File: config.mk
export PLATFORM = sky130hd
export DESIGN_NAME = aes_iter_ctrl_flat
export DESIGN_NICKNAME = d
export VERILOG_FILES = /design/src/rtl/aes_pkg.sv /design/src/rtl/aes_iter_ctrl_if.sv /design/src/rtl/aes_lane_dec.sv /design/src/rtl/aes_iter_ctrl.sv /design/src/flat_wrapper.sv
export SDC_FILE = /design/constraint.sdc
export NUM_CORES = 1
export LEC_CHECK = 0
export BUFFER_PORTS_ARGS = -buffer_cell sky130_fd_sc_hd__buf_4
export CELL_PAD_IN_SITES_DETAIL_PLACEMENT = 1
export CELL_PAD_IN_SITES_GLOBAL_PLACEMENT = 2
export CORE_ASPECT_RATIO = 1.2
export CORE_MARGIN = 2
export CORE_UTILIZATION = 29
export CTS_CLUSTER_SIZE = 25
export DETAILED_ROUTE_END_ITERATION = 10
export HOLD_SLACK_MARGIN = 0.05
export PLACE_DENSITY_LB_ADDON = 0.1
export SYNTH_ARGS = -nofsm -noshare
export SYNTH_HDL_FRONTEND = slang
export SYNTH_SLANG_ARGS = --single-unit
export TNS_END_PERCENT = 5
File: constraint.sdc
create_clock -name clk -period 4.3 [get_ports clk]
set_input_delay 0.43 -clock clk [delete_from_list [all_inputs] [get_ports clk]]
set_output_delay 0.43 -clock clk [all_outputs]
set_load 0.05 [all_outputs]
File: src/rtl/aes_pkg.sv
// rtl/aes_pkg.sv - shared types and constants for the iterative AES sequencing controller
package aes_pkg;

   typedef enum logic [1:0] {
      IDLE = 2'd0,
      LOAD = 2'd1,
      RUN  = 2'd2,
      OUT  = 2'd3
   } state_t;

   localparam logic [3:0] SUBW_END = 4'd3;
   localparam logic [3:0] NORM_END = 4'd11;

   function automatic bit lanes_ok(input int lanes);
      return (lanes == 1) || (lanes == 2) || (lanes == 4);
   endfunction

endpackage

File: src/rtl/aes_iter_ctrl_if.sv
// rtl/aes_iter_ctrl_if.sv - input/output beat handshake bundle of the AES sequencing controller
interface aes_iter_ctrl_if #(
   parameter int LANES = 1
) ();
   logic                 in_valid;
   logic                 in_ready;
   logic                 out_valid;
   logic                 out_ready;
   logic [8*LANES-1:0]   out_data;
   logic                 done;

   modport master (
      output in_valid, out_ready,
      input  in_ready, out_valid, out_data, done
   );

   modport slave (
      input  in_valid, out_ready,
      output in_ready, out_valid, out_data, done
   );
endinterface

File: src/rtl/aes_lane_dec.sv
// rtl/aes_lane_dec.sv - combinational decode of byte position/round into slice mux controls
module aes_lane_dec
   import aes_pkg::*;
#(
   parameter int LANES = 1,
   parameter int NR    = 10,
   parameter int RW    = 4
) (
   input  state_t           state,
   input  logic [3:0]       byte_idx,
   input  logic [RW-1:0]    round,
   output logic [LANES-1:0] mc_en,
   output logic             pld,
   output logic             input_sel,
   output logic             sbox_sel,
   output logic             last_out_sel,
   output logic             bit_out_sel,
   output logic             rcon_en
);

   localparam logic [RW-1:0] NR_R = RW'(NR);

   logic       run;
   logic       subw;
   logic       norm;
   logic [1:0] lane_lo;

   always_comb begin
      run          = (state == RUN);
      subw         = (byte_idx <= SUBW_END);
      norm         = !subw && (byte_idx <= NORM_END);
      input_sel    = (state == RUN) || (state == OUT);
      sbox_sel     = (state == IDLE) || (state == LOAD) || (run && subw);
      last_out_sel = run && !subw;
      bit_out_sel  = run && (subw || norm);
      rcon_en      = run && (byte_idx == 4'd0);
      mc_en        = '1;
      pld          = 1'b0;
      lane_lo      = 2'd0;
      // Lane j carries byte byte_idx+j; the last byte of each column closes MixColumns.
      for (int j = 0; j < LANES; j++) begin
         lane_lo = byte_idx[1:0] + 2'(j);
         if (run && lane_lo == 2'd3) begin
            mc_en[j] = 1'b0;
            pld      = 1'b1;
         end
         if (run && round == NR_R) begin
            mc_en[j] = 1'b0;
         end
      end
   end

endmodule

File: src/rtl/aes_iter_ctrl.sv
// rtl/aes_iter_ctrl.sv - load/run/output sequencing FSM for the iterative AES-128 engine
module aes_iter_ctrl
   import aes_pkg::*;
#(
   parameter int LANES = 1,
   parameter int NR    = 10
) (
   input  logic                    clk,
   input  logic                    rst,
   aes_iter_ctrl_if.slave          bus,
   input  logic                    dbg_sel,
   input  logic [8*LANES-1:0]      dp_data,
   input  logic [8*LANES-1:0]      key_tap,
   output logic                    ce,
   output logic                    input_sel,
   output logic                    sbox_sel,
   output logic                    last_out_sel,
   output logic                    bit_out_sel,
   output logic                    rcon_en,
   output logic                    pld,
   output logic [LANES-1:0]        mc_en,
   output logic [$clog2(NR+1)-1:0] round
);

   localparam int            RW       = $clog2(NR + 1);
   localparam logic [RW-1:0] NR_R     = RW'(NR);
   localparam logic [3:0]    STEP     = 4'(LANES);
   localparam logic [3:0]    LAST_IDX = 4'(16 - LANES);

   if (!lanes_ok(LANES) || NR < 1 || NR > 14) begin : g_bad_param
      $error("aes_iter_ctrl: LANES must be 1, 2 or 4 and NR 1..14");
   end

   state_t             state, state_n;
   logic [3:0]         byte_idx, byte_idx_n;
   logic [RW-1:0]      round_n;
   logic [8*LANES-1:0] res_q;
   logic               done_q, done_n;
   logic               in_rdy, out_vld;

   always_ff @(posedge clk) begin
      if (rst) begin
         state    <= IDLE;
         byte_idx <= 4'd0;
         round    <= '0;
         res_q    <= '0;
         done_q   <= 1'b0;
      end else begin
         state    <= state_n;
         byte_idx <= byte_idx_n;
         round    <= round_n;
         done_q   <= done_n;
         if (state == RUN) begin
            res_q <= dp_data;
         end
      end
   end

   always_comb begin
      state_n    = state;
      byte_idx_n = byte_idx;
      round_n    = round;
      done_n     = 1'b0;
      in_rdy     = 1'b0;
      out_vld    = 1'b0;
      ce         = 1'b0;
      case (state)
         IDLE: begin
            in_rdy = 1'b1;
            ce     = bus.in_valid;
            if (bus.in_valid) begin
               state_n    = LOAD;
               byte_idx_n = STEP;
            end
         end
         LOAD: begin
            in_rdy = 1'b1;
            ce     = bus.in_valid;
            if (bus.in_valid) begin
               byte_idx_n = byte_idx + STEP;
               if (byte_idx == LAST_IDX) begin
                  state_n = RUN;
                  round_n = RW'(1);
               end
            end
         end
         RUN: begin
            ce         = 1'b1;
            byte_idx_n = byte_idx + STEP;
            // Round stays at NR through OUT so the final-round decode never overflows.
            if (byte_idx == LAST_IDX) begin
               if (round == NR_R) begin
                  state_n = OUT;
               end else begin
                  round_n = round + RW'(1);
               end
            end
         end
         OUT: begin
            out_vld = 1'b1;
            if (bus.out_ready) begin
               byte_idx_n = byte_idx + STEP;
               if (byte_idx == LAST_IDX) begin
                  state_n = IDLE;
                  round_n = '0;
                  done_n  = 1'b1;
               end
            end
         end
         default: state_n = IDLE;
      endcase
   end

   assign bus.in_ready  = in_rdy;
   assign bus.out_valid = out_vld;
   assign bus.done      = done_q;
   assign bus.out_data  = dbg_sel ? key_tap : res_q;

   aes_lane_dec #(
      .LANES (LANES),
      .NR    (NR),
      .RW    (RW)
   ) u_lane_dec (
      .state        (state),
      .byte_idx     (byte_idx),
      .round        (round),
      .mc_en        (mc_en),
      .pld          (pld),
      .input_sel    (input_sel),
      .sbox_sel     (sbox_sel),
      .last_out_sel (last_out_sel),
      .bit_out_sel  (bit_out_sel),
      .rcon_en      (rcon_en)
   );

endmodule

File: src/flat_wrapper.sv
// flat-port wrapper written by rule: the top's interface ports become plain ports
module aes_iter_ctrl_flat import aes_pkg::*;
#(
   parameter int LANES = 1,
   parameter int NR    = 10
)
  (clk, rst, dbg_sel, dp_data, key_tap, ce, input_sel, sbox_sel, last_out_sel, bit_out_sel, rcon_en, pld, mc_en, round, bus_in_valid, bus_out_ready, bus_in_ready, bus_out_valid, bus_out_data, bus_done);
  aes_iter_ctrl_if #(.LANES(LANES)) bus_i ();
  input  logic clk;
  input  logic rst;
  input  logic dbg_sel;
  input  logic [8*LANES-1:0] dp_data;
  input  logic [8*LANES-1:0] key_tap;
  output logic ce;
  output logic input_sel;
  output logic sbox_sel;
  output logic last_out_sel;
  output logic bit_out_sel;
  output logic rcon_en;
  output logic pld;
  output logic [LANES-1:0] mc_en;
  output logic [$clog2(NR+1)-1:0] round;
  input wire logic [$bits(bus_i.in_valid)-1:0] bus_in_valid;
  input wire logic [$bits(bus_i.out_ready)-1:0] bus_out_ready;
  output wire logic [$bits(bus_i.in_ready)-1:0] bus_in_ready;
  output wire logic [$bits(bus_i.out_valid)-1:0] bus_out_valid;
  output wire logic [$bits(bus_i.out_data)-1:0] bus_out_data;
  output wire logic [$bits(bus_i.done)-1:0] bus_done;
  assign bus_i.in_valid = bus_in_valid;
  assign bus_i.out_ready = bus_out_ready;
  assign bus_in_ready = bus_i.in_ready;
  assign bus_out_valid = bus_i.out_valid;
  assign bus_out_data = bus_i.out_data;
  assign bus_done = bus_i.done;
  aes_iter_ctrl #(.LANES(LANES), .NR(NR)) u_core (.clk(clk), .rst(rst), .bus(bus_i), .dbg_sel(dbg_sel), .dp_data(dp_data), .key_tap(key_tap), .ce(ce), .input_sel(input_sel), .sbox_sel(sbox_sel), .last_out_sel(last_out_sel), .bit_out_sel(bit_out_sel), .rcon_en(rcon_en), .pld(pld), .mc_en(mc_en), .round(round));
endmodule
==> summary.md, run 1 <==
| Metric | Value |
|---|---|
| Main area contributors after synthesis | `dfxtp_1 34%, mux2i_1 11%, mux2_2 10%` |
| Overall global routing resource usage | `0.145` |
| Area after DPL | `around 1500 um2` |
| Final Non-Filler Cells | `about 220` |
| Setup TNS | `0 ns` |
| Max Freq | `0.376 GHz` |
| Total Power | `917 uW` |
| Synth Instances | `124` |
| Static Leak | `0.651 nW` |
| Worst Setup End Kind | `output port` |
| Clk pwr share | `0.138` |
| Sequential-to-total area share from yosys stat | `0.342` |
| Routed len/inst | `13.6 um` |
| Worst-case clock skew | `approximately 0.0027 ns` |
| CTS Hold Buffers Added | `0` |
| Clk root buf | `clkbuf_8` |
| Utilization after layout | `0.416` |
| Vias per inst | `4.83` |
| Clock slew at reported path FFs | `0.08 ns` |
| Inserted Diodes | `0` |
| H-tree depth | `1` |
| Footprint of the multi-input gates | `679 um2` |
| Placer Congestion | `0.723` |
| Initial DRT Pass Iterations | `4` |
| Number of global-route vias before repair | `1083` |
| Setup Buffers After CTS | `0` |
| Largest net degree at the start of global routing | `22` |
| Std-Cell Core Area | `3660 um2` |
| Max_cap viols | `0` |
| Ports | `44` |
| Count leader, synth | `dfxtp_1` |
| Total number of vias | `1049` |
| Synth top cells by count | `19 x dfxtp_1, 18 x nor2_1, 12 x mux2i_1` |
| Synth top area share | `0.342` |
| Sequential cell area | `380 um2` |
| Syn_nets | `roughly 150` |
| Cell Int Power | `476 uW` |
| Post-synth top area cell | `dfxtp_1` |
| Arr. time, crit path | `2.23 ns` |
| Worst-path fanout max | `21` |
| Iteration-0 DRC Markers | `28` |
| CTS tree | `done` |
| Psw | `roughly 440 uW` |
| Fraction of layout cells with a size suffix above 1 | `0.358` |
| Clk Latency, worst-skew pair | `0.25 ns` |
| CP Launch Type | `flop` |
| # port buffers | `43` |
| # setup viols final | `0` |
| ANT nets after route | `0` |
| Hold crit path type | `input pin to flop` |
| Synth-to-Final Area Change | `37.0%` |
| Period utilization | `0.618` |
| Combinational power share | `0.594` |
| Synth warnings | `0` |
| PD cells | `602 nW/um2` |
| Post-Route WL | `roughly 3000 um` |
| Final instance area | `about 1500 um2` |
| Die span in x | `60.5 um` |
| Worst Path Required | `3.87 ns` |
| Asr flop ratio synth | `0` |
| Filler Cells Inserted | `460` |
| Endpoints failing hold | `0` |
| Global route overflow | `0` |
| Die area | `4350 um2` |
| Worst vdd ir | `between 150 and 200 uV` |
| Status | `completed` |
| Max Slew Vio Count | `0` |
| Global-route wire length before repair | `between 4000 and 5000 um` |
| Yosys cell types | `28` |
| DP HPWL | `between 2000 and 2500 um` |
| Initial antenna violation count | `0` |
| Synthesized area | `1110 um2` |
| Reg power frac | `0.267` |
| Crit Path Class | `flop to output port` |
| Dpl cells | `213` |
| Switch share | `0.481` |
| Fin nets | `195` |
| Unrepaired setup endpoints after global routing | `false` |
| Die H | `71.8 um` |
| DRC Markers | `0` |
| Post-synth EDFFs | `0` |
| Syn avg cell area | `8.97 um2` |
| CTS Buf Count | `3` |
| Ys flop type | `dfxtp_1` |
| Initial core utilization | `0.304` |
| CTS resizes | `0` |
| Yosys reg bits | `19` |
| Std cell rows | `24` |
| Clk sinks | `19` |
| Deepest clock path buffer count | `2` |
| Pin slew with the least headroom to its limit | `0.901 ns` |
| Relative slew margins | `0.399` |
| Tmin final | `2.66 ns` |
sequential cells by signal, summed over array words and instances, names as in the netlist:
name and flops:
u_core.byte_idx 4, u_core.round 4, u_core.res_q 8, u_core.bus.done 1, u_core.state 2
area by class of cell:
class,instances,share of cell area
timing repair buffer,43,0.212
multi-input combinational,91,0.446
clock buffer,3,0.0271
sequential,19,0.250
tap,52,0.0427
clock inverter,1,0.00328
inverter,8,0.0197
per-layer routing:
metal  routed length [um]  global-route usage  up-vias  part of all wire
li1                     -                   -      512                 -
met1                 1240               0.169      496              0.42
met2                 1480               0.262       39              0.50
met3                  208              0.0343        2             0.071
met4                   19              0.0362        0            0.0064
met5                    0                   0        -                 0
power by group through the flow:
stage,clock network (mW),registers [mW],logic [mW]
3_3_place_gp,0,0.247,0.540
3_5_place_dp,0,0.249,0.553
6_report,0.127,0.245,0.545
4_1_cts,0.133,0.245,0.556
5_1_grt,0.141,0.251,0.591
2_1_floorplan,0,0.255,0.398
per-stage QoR:
| stage | hold slack, ns | setup slack, ns |
|---|---|---|
| after floorplan | 0.456 | 1.49 |
| after global placement | 0.476 | 1.80 |
| after detailed placement | 0.486 | 1.69 |
| after CTS | 0.408 | 1.55 |
| after global routing | 0.404 | 1.39 |
| final | 0.410 | 1.64 |
kinds of logic (layout without fill, tap and decap cells):
logic type                 count (synthesis)  in the layout  synth area share
and+or+nand+nor                           43             43             0.190
adders and majority gates                  8              8            0.0900
DFF                                       19             19             0.342
AOI/OAI and AO/OA                         18             18             0.121
muxes                                     22             22             0.209
buffers and inverters                     14             55            0.0472
placed cells by master (no fill, tap or decap), types with 2 or more instances in the layout:
master | netlist | layout
dfxtp_1 | 19 | 19
nor2b_1 | 2 | 2
ha_1 | 8 | 8
nand2_1 | 4 | 4
mux2_2 | 10 | 10
nand3b_1 | 2 | 2
nor2_1 | 18 | 18
clkbuf_8 | 0 | 3
a211oi_1 | 2 | 2
nand3_1 | 5 | 5
buf_4 | 0 | 43
nand2b_1 | 3 | 3
a31oi_1 | 2 | 2
o21ai_0 | 2 | 2
mux2i_1 | 12 | 12
inv_1 | 8 | 8
a21oi_1 | 6 | 6
nor3_1 | 5 | 5
worst max-delay path, stage by stage, from the launching register on:
cell and delay [ns]:
dfxtp_1 0.35, inv_1 0.11, ha_1 0.76, inv_1 0.31
a21oi_1 0.21, buf_4 0.22
worst paths after layout:
check,slack [ns],to,start,depth (start not counted)
max,1.64,bit_out_sel,u_core.state[0],5
min,0.41,u_core.res_q[3],dp_data[3],3
max reg2reg,1.71,u_core.round[0],u_core.state[0],6
min reg2reg,0.50,u_core.res_q[7],u_core.res_q[7],2
Power figures use the tool's default switching activity.
==> run 2, diff against run 1 <==
--- a/config.mk
+++ b/config.mk
@@ -10,7 +10,7 @@
 export CELL_PAD_IN_SITES_GLOBAL_PLACEMENT = 2
 export CORE_ASPECT_RATIO = 1.2
 export CORE_MARGIN = 2
-export CORE_UTILIZATION = 29
+export CORE_UTILIZATION = 27
 export CTS_CLUSTER_SIZE = 25
 export DETAILED_ROUTE_END_ITERATION = 10
 export HOLD_SLACK_MARGIN = 0.05
==> constraint.sdc (replaced) <==
create_clock -name clk -period 2.7 [get_ports clk]
set_input_delay 0.27 -clock clk [delete_from_list [all_inputs] [get_ports clk]]
set_output_delay 0.27 -clock clk [all_outputs]
set_load 0.05 [all_outputs]
==> summary.md, run 2 (same netlist as run 1, synthesis figures left out) <==
| Metric | Value |
|---|---|
| Std-Cell Core Area | `3940 um2 (was 3660 um2)` |
| Global route overflow | `0 (unchanged)` |
| Die area | `4650 um2 (was 4350 um2)` |
| CTS resizes | `0 (unchanged)` |
| Placer Congestion | `0.746 (was 0.723)` |
| Utilization after layout | `0.389 (was 0.416)` |
| CP Capture Point | `u_core.round[0] (was bit_out_sel)` |
| H-tree depth | `1 (unchanged)` |
| Filler Cells Inserted | `504 (was 460)` |
| Total Power | `1.46 mW (was 917 uW)` |
| Setup ws final | `0.558 ns (was 1.64 ns)` |
| Overall global routing resource usage | `0.134 (was 0.145)` |
| ANT nets after route | `0 (unchanged)` |
| # setup viols final | `0 (unchanged)` |
| Worst R2R End | `u_core.round[0] (unchanged)` |
| Number of global-route vias before repair | `1076 (was 1083)` |
| Worst R2R Start | `u_core.state[0] (unchanged)` |
| CTS tree | `done (unchanged)` |
| CP Launch Type | `flop (unchanged)` |
| CTS Hold Buffers Added | `0 (unchanged)` |
| Die span in x | `62.6 um (was 60.5 um)` |
| Arr. time, crit path | `2.28 ns (was 2.23 ns)` |
| # port buffers | `43 (unchanged)` |
| Clk sinks | `19 (unchanged)` |
| Setup Buffers After CTS | `0 (unchanged)` |
| Biggest regs | `u_core.res_q x8, u_core.byte_idx x4, u_core.round x4 (unchanged)` |
| Worst Setup End Kind | `flop (was output port)` |
| Clock slew at reported path FFs | `0.08 ns (about the same)` |
| Worst vdd ir | `329 uV (was 179 uV)` |
| Top reg by flops | `u_core.res_q (unchanged)` |
| Static Leak | `0.653 nW (was 0.651 nW)` |
| Endpoints failing hold | `0 (unchanged)` |
| Slowest cell on the critical path | `a2111oi_4 (was ha_1)` |
| Relative slew margins | `0.635 (was 0.399)` |
| Routed len/inst | `13.7 um (was 13.6 um)` |
| Iteration-0 DRC Markers | `22 (was 28)` |
| Global-route wire length before repair | `4930 um (was 4860 um)` |
| Pre-CTS WS | `0.546 ns (was 1.69 ns)` |
| Period utilization | `0.793` |
| Clk root buf | `clkbuf_8 (unchanged)` |
| Synth-to-Final Area Change | `37.8% (was 37.0%)` |
| DRC Markers | `0 (unchanged)` |
| R2r worst-path depth | `6 (unchanged)` |
| Total number of vias | `1044 (was 1049)` |
| Std cell rows | `25 (was 24)` |
| Crit path from | `u_core.state[0] (unchanged)` |
| Setup TNS | `0 ns (unchanged)` |
| Max Freq | `0.467 GHz` |
| PD cells | `956 nW/um2 (was 602 nW/um2)` |
| Final instance area | `1530 um2 (was 1520 um2)` |
| Sequential cell area | `380 um2 (unchanged)` |
| Status | `completed (unchanged)` |
| Max_cap viols | `0 (unchanged)` |
| Commonest cells after routing, fill and taps aside | `44 x buf_4, 19 x dfxtp_1, 18 x nor2_1 (was 43 x buf_4, 19 x dfxtp_1, 18 x nor2_1)` |
| Max Slew Vio Count | `0 (unchanged)` |
| Worst-path fanout max | `7 (was 21)` |
| Critical-path cell list | `inv_1, ha_1, or3_4, a2111oi_4, mux2i_1, a21oi_1 (was inv_1, ha_1, inv_1, a21oi_1, buf_4)` |
| Ports | `44 (unchanged)` |
| Fin nets | `196 (was 195)` |
| Largest net degree at the start of global routing | `21 (was 22)` |
| DP HPWL | `2270 um (was 2260 um)` |
| Fraction of layout cells with a size suffix above 1 | `0.355 (was 0.358)` |
| Post-Route WL | `3010 um (was 2950 um)` |
| Initial core utilization | `0.282 (was 0.304)` |
| Footprint of the multi-input gates | `679 um2 (unchanged)` |
| Pin slew with the least headroom to its limit | `0.548 ns (was 0.901 ns)` |
| Worst-case clock skew | `0.00900 ns (was 0.00267 ns)` |
| Tmin final | `2.14 ns` |
| Initial DRT Pass Iterations | `2 (was 4)` |
| Most common cell after layout, fill and taps aside | `buf_4 (unchanged)` |
| Worst Path Required | `2.84 ns (was 3.87 ns)` |
| Area after DPL | `1490 um2 (was 1480 um2)` |
| Deepest clock path buffer count | `2 (unchanged)` |
| R2R Setup Slk | `0.56 ns (was 1.71 ns)` |
| Crit Path Class | `flop to flop (was flop to output port)` |
| Hold crit path type | `input pin to flop (unchanged)` |
| Initial antenna violation count | `0 (unchanged)` |
| Unrepaired setup endpoints after global routing | `false (unchanged)` |
| Inserted Diodes | `0 (unchanged)` |
| Die H | `74.3 um (was 71.8 um)` |
| Max FFs per register | `8 (unchanged)` |
| Max incr delay on CP | `0.59 ns (was 0.76 ns)` |
| CTS Buf Count | `3 (unchanged)` |
| Clk Latency, worst-skew pair | `0.26 ns (was 0.25 ns)` |
| Vias per inst | `4.75 (was 4.83)` |
## run 2: cell types whose count changed in the layout (fill, tap and decap cells not counted), sizes merged
cell and change:
clkbuf +1, buf +1, clkinv -1
## run 2: stage by stage
stage | hold WS, ns | cells
floorplan | 0.397 | 124
global placement | 0.469 | 216
finish | 0.238 | 220
global route | 0.254 | 220
CTS | 0.241 | 220
detailed placement | 0.493 | 216
## run 2: routing by layer
layer  wire [um]  vias up  track usage
met2        1510       27        0.254
li1            -      516            -
met5           0        -            0
met3         210        2       0.0408
met4          22        0       0.0346
met1        1270      499        0.147
## run 2: cell type report
cell class / count / area share
tap: 54 / 0.0441
sequential: 19 / 0.248
timing repair buffer: 44 / 0.216
clock buffer: 4 / 0.0294
inverter: 8 / 0.0196
multi-input combinational: 91 / 0.443
## run 2: critical path: cells and delay by family, from the launching register on
kind / cells / cell delay (ns)
buffers and inverters: 1 / 0.09
multiplexers: 1 / 0.25
AND/OR/NAND/NOR: 1 / 0.40
AO/OA/AOI/OAI: 2 / 0.67
adder cells (fa/ha/maj): 1 / 0.22
flip-flops: 1 / 0.39
## run 2: power by group
part           switching (mW)  leakage (nW)  internal [mW]
clock network           0.103        0.0228          0.105
logic                   0.546         0.476          0.323
registers              0.0547         0.154          0.334
total                   0.703         0.653          0.762
## run 2: how the worst min path moves through the flow
stage	endpoint	depth (start not counted)	from
after detailed placement	u_core.res_q[6]	2	u_core.res_q[6]
after floorplan	u_core.bus.done	2	bus_out_ready
after global routing	u_core.bus.done	3	bus_out_ready
after global placement	u_core.res_q[4]	2	u_core.res_q[4]
after CTS	u_core.res_q[5]	3	dp_data[5]
final	u_core.res_q[5]	3	dp_data[5]
==> run 3, diff against run 2 <==
==> constraint.sdc (replaced) <==
create_clock -name clk -period 2.05 [get_ports clk]
set_input_delay 0.205 -clock clk [delete_from_list [all_inputs] [get_ports clk]]
set_output_delay 0.205 -clock clk [all_outputs]
set_load 0.05 [all_outputs]
==> summary.md, run 3 (same netlist as run 1, synthesis figures left out) <==
| Metric | Value |
|---|---|
| Crit path from | `u_core.state[0] (unchanged)` |
| Area after DPL | `1520 um2 (was 1490 um2)` |
| Fin nets | `201 (was 196)` |
| Largest net degree at the start of global routing | `21 (unchanged)` |
| Iteration-0 DRC Markers | `43 (was 22)` |
| Routed len/inst | `13.6 um (was 13.7 um)` |
| Post-Route WL | `3060 um (was 3010 um)` |
| Clk root buf | `clkbuf_8 (unchanged)` |
| Final Non-Filler Cells | `225 (was 220)` |
| R2R Setup Slk | `0.15 ns (was 0.56 ns)` |
| Initial antenna violation count | `0 (unchanged)` |
| Vias per inst | `4.76 (was 4.75)` |
| Met2 Wirelength | `1550 um (was 1510 um)` |
| Filler Cells Inserted | `506 (was 504)` |
| M1 WL | `1290 um (was 1270 um)` |
| Global-route wire length before repair | `5050 um (was 4930 um)` |
| H-tree depth | `1 (unchanged)` |
| # setup viols final | `0 (unchanged)` |
| Die area | `4650 um2 (unchanged)` |
| Final hold slack | `0.180 ns (was 0.238 ns)` |
| # port buffers | `43 (unchanged)` |
| Arr. time, crit path | `2.04 ns (was 2.28 ns)` |
| Number of global-route vias before repair | `1063 (was 1076)` |
| Worst-case clock skew | `0.00345 ns (was 0.00900 ns)` |
| Worst Path Required | `2.20 ns (was 2.84 ns)` |
| Worst vdd ir | `355 uV (was 329 uV)` |
| Biggest regs | `u_core.res_q x8, u_core.byte_idx x4, u_core.round x4 (unchanged)` |
| Dpl cells | `220 (was 216)` |
| Slowest cell on the critical path | `or3_4 (was a2111oi_4)` |
| Die H | `74.3 um (unchanged)` |
| Deepest clock path buffer count | `2 (unchanged)` |
| PD cells | `1270 nW/um2 (was 956 nW/um2)` |
| Worst-path fanout max | `7 (unchanged)` |
| CTS Buf Count | `3 (unchanged)` |
| Relative slew margins | `0.732 (was 0.635)` |
| Global route overflow | `0 (unchanged)` |
| Worst R2R Start | `u_core.state[0] (unchanged)` |
| Most common cell after layout, fill and taps aside | `buf_4 (unchanged)` |
| Crit-path leading delay family | `simple AND/OR/NAND/NOR gates (was compound AO/OA/AOI/OAI gates)` |
| Static Leak | `0.681 nW (was 0.653 nW)` |
| Max Slew Vio Count | `0 (unchanged)` |
| CP Launch Type | `flop (unchanged)` |
| Worst Setup End Kind | `flop (unchanged)` |
| Synth-to-Final Area Change | `43.2% (was 37.8%)` |
| Status | `completed (unchanged)` |
| Max Freq | `0.528 GHz (was 0.467 GHz)` |
| Unrepaired setup endpoints after global routing | `false (unchanged)` |
| Clk Latency, worst-skew pair | `0.26 ns (about the same)` |
| Initial DRT Pass Iterations | `4 (was 2)` |
| Ports | `44 (unchanged)` |
| Endpoints failing hold | `0 (unchanged)` |
| Met3 Wirelength | `195 um (was 210 um)` |
| Inserted Diodes | `0 (unchanged)` |
| CP Capture Point | `u_core.round[2] (was u_core.round[0])` |
| WP depth | `7 (was 6)` |
| Critical-path cell list | `inv_1, ha_2, or3_4, a2111oi_4, buf_4, mux2i_1, a21oi_1 (was inv_1, ha_1, or3_4, a2111oi_4, mux2i_1, a21oi_1)` |
| CTS tree | `done (unchanged)` |
| Clk sinks | `19 (unchanged)` |
| DP HPWL | `2310 um (was 2270 um)` |
| Total number of vias | `1070 (was 1044)` |
| Clock slew at reported path FFs | `0.08 ns (about the same)` |
| R2r worst-path depth | `7 (was 6)` |
| Top Metal Used | `met4 (unchanged)` |
| Overall global routing resource usage | `0.138 (was 0.134)` |
| Die span in x | `62.6 um (unchanged)` |
| Initial core utilization | `0.282 (unchanged)` |
| Final instance area | `1590 um2 (was 1530 um2)` |
| Top reg by flops | `u_core.res_q (unchanged)` |
| Setup TNS | `0 ns (unchanged)` |
| CTS Hold Buffers Added | `0 (unchanged)` |
| DRC Markers | `0 (unchanged)` |
| Fraction of layout cells with a size suffix above 1 | `0.409 (was 0.355)` |
| Tmin final | `1.90 ns (was 2.14 ns)` |
| Max_cap viols | `0 (unchanged)` |
| Worst R2R End | `u_core.round[2] (was u_core.round[0])` |
| Period utilization | `0.925 (was 0.793)` |
| Hold crit path type | `input pin to flop (unchanged)` |
| Pin slew with the least headroom to its limit | `0.400 ns (was 0.548 ns)` |
| Std cell rows | `25 (unchanged)` |
| Commonest cells after routing, fill and taps aside | `48 x buf_4, 18 x nor2_1, 17 x dfxtp_1 (was 44 x buf_4, 19 x dfxtp_1, 18 x nor2_1)` |
| Max incr delay on CP | `0.40 ns (was 0.59 ns)` |
| Max FFs per register | `8 (unchanged)` |
| ANT nets after route | `0 (unchanged)` |
| Placer Congestion | `0.698 (was 0.746)` |
| Crit Path Class | `flop to flop (unchanged)` |
| Std-Cell Core Area | `3940 um2 (unchanged)` |
| WP buf/inv | `2 (was 1)` |
## run 3: changes by cell type in the layout (fill, tap and decap cells not counted), moves of 2 or more
cell,before,now
ha_2,0,2
buf_4,44,48
dfxtp_1,19,17
ha_1,8,6
## run 3: per-stage QoR
step                total power [mW]  utilization  worst slack, ns
finish                          2.02        0.404            0.155
global route                    2.18        0.404         0.000650
CTS                             2.02        0.398         0.000389
detailed placement              1.74        0.386          0.00521
global placement                1.72        0.386           0.0811
floorplan                       1.37            -          -0.0897
## run 3: worst register-to-register path, stage by stage (launching register included)
cell and delay, ns:
dfxtp_4 0.36, inv_1 0.07, ha_2 0.19, or3_4 0.40, a2111oi_4 0.29, buf_4 0.21, mux2i_1 0.19, a21oi_1 0.08
## run 3: layout make-up
type / instances / area [um2] / share of cell area
clock inverter: 1 / 5.00 / 0.00314
sequential: 19 / 385 / 0.242
multi-input combinational: 91 / 688 / 0.432
tap: 54 / 67.6 / 0.0424
timing repair buffer: 49 / 375 / 0.236
inverter: 8 / 30.0 / 0.0189
clock buffer: 3 / 41.3 / 0.0259
## run 3: report_power, final
part           total [mW]  switching (mW)  internal, mW  leakage, nW
clock               0.269           0.134         0.135       0.0255
sequential          0.517          0.0708         0.447        0.155
combinational        1.23           0.738         0.497        0.500
total                2.02           0.943          1.08        0.681
## run 3: timing repair
action,in CTS,in global routing
endpoints found under the setup margin,0,8
gates resized for setup,0,7
setup buffers,0,1
## run 3: metal layers
metal  GRT usage  vias to the layer above
met5           0                        -
met3      0.0454                        4
li1            -                      527
met1       0.163                      512
met4      0.0370                        0
met2       0.243                       27
## run 3: how the worst min path moves through the flow
stage | startpoint | to | slack, ns | cells past startpoint
floorplan | bus_out_ready | u_core.bus.done | 0.33 | 2
global placement | dp_data[6] | u_core.res_q[6] | 0.44 | 3
detailed placement | dp_data[4] | u_core.res_q[4] | 0.45 | 3
CTS | dp_data[4] | u_core.res_q[4] | 0.17 | 3
global route | dp_data[4] | u_core.res_q[4] | 0.19 | 3
finish | dp_data[4] | u_core.res_q[4] | 0.18 | 3
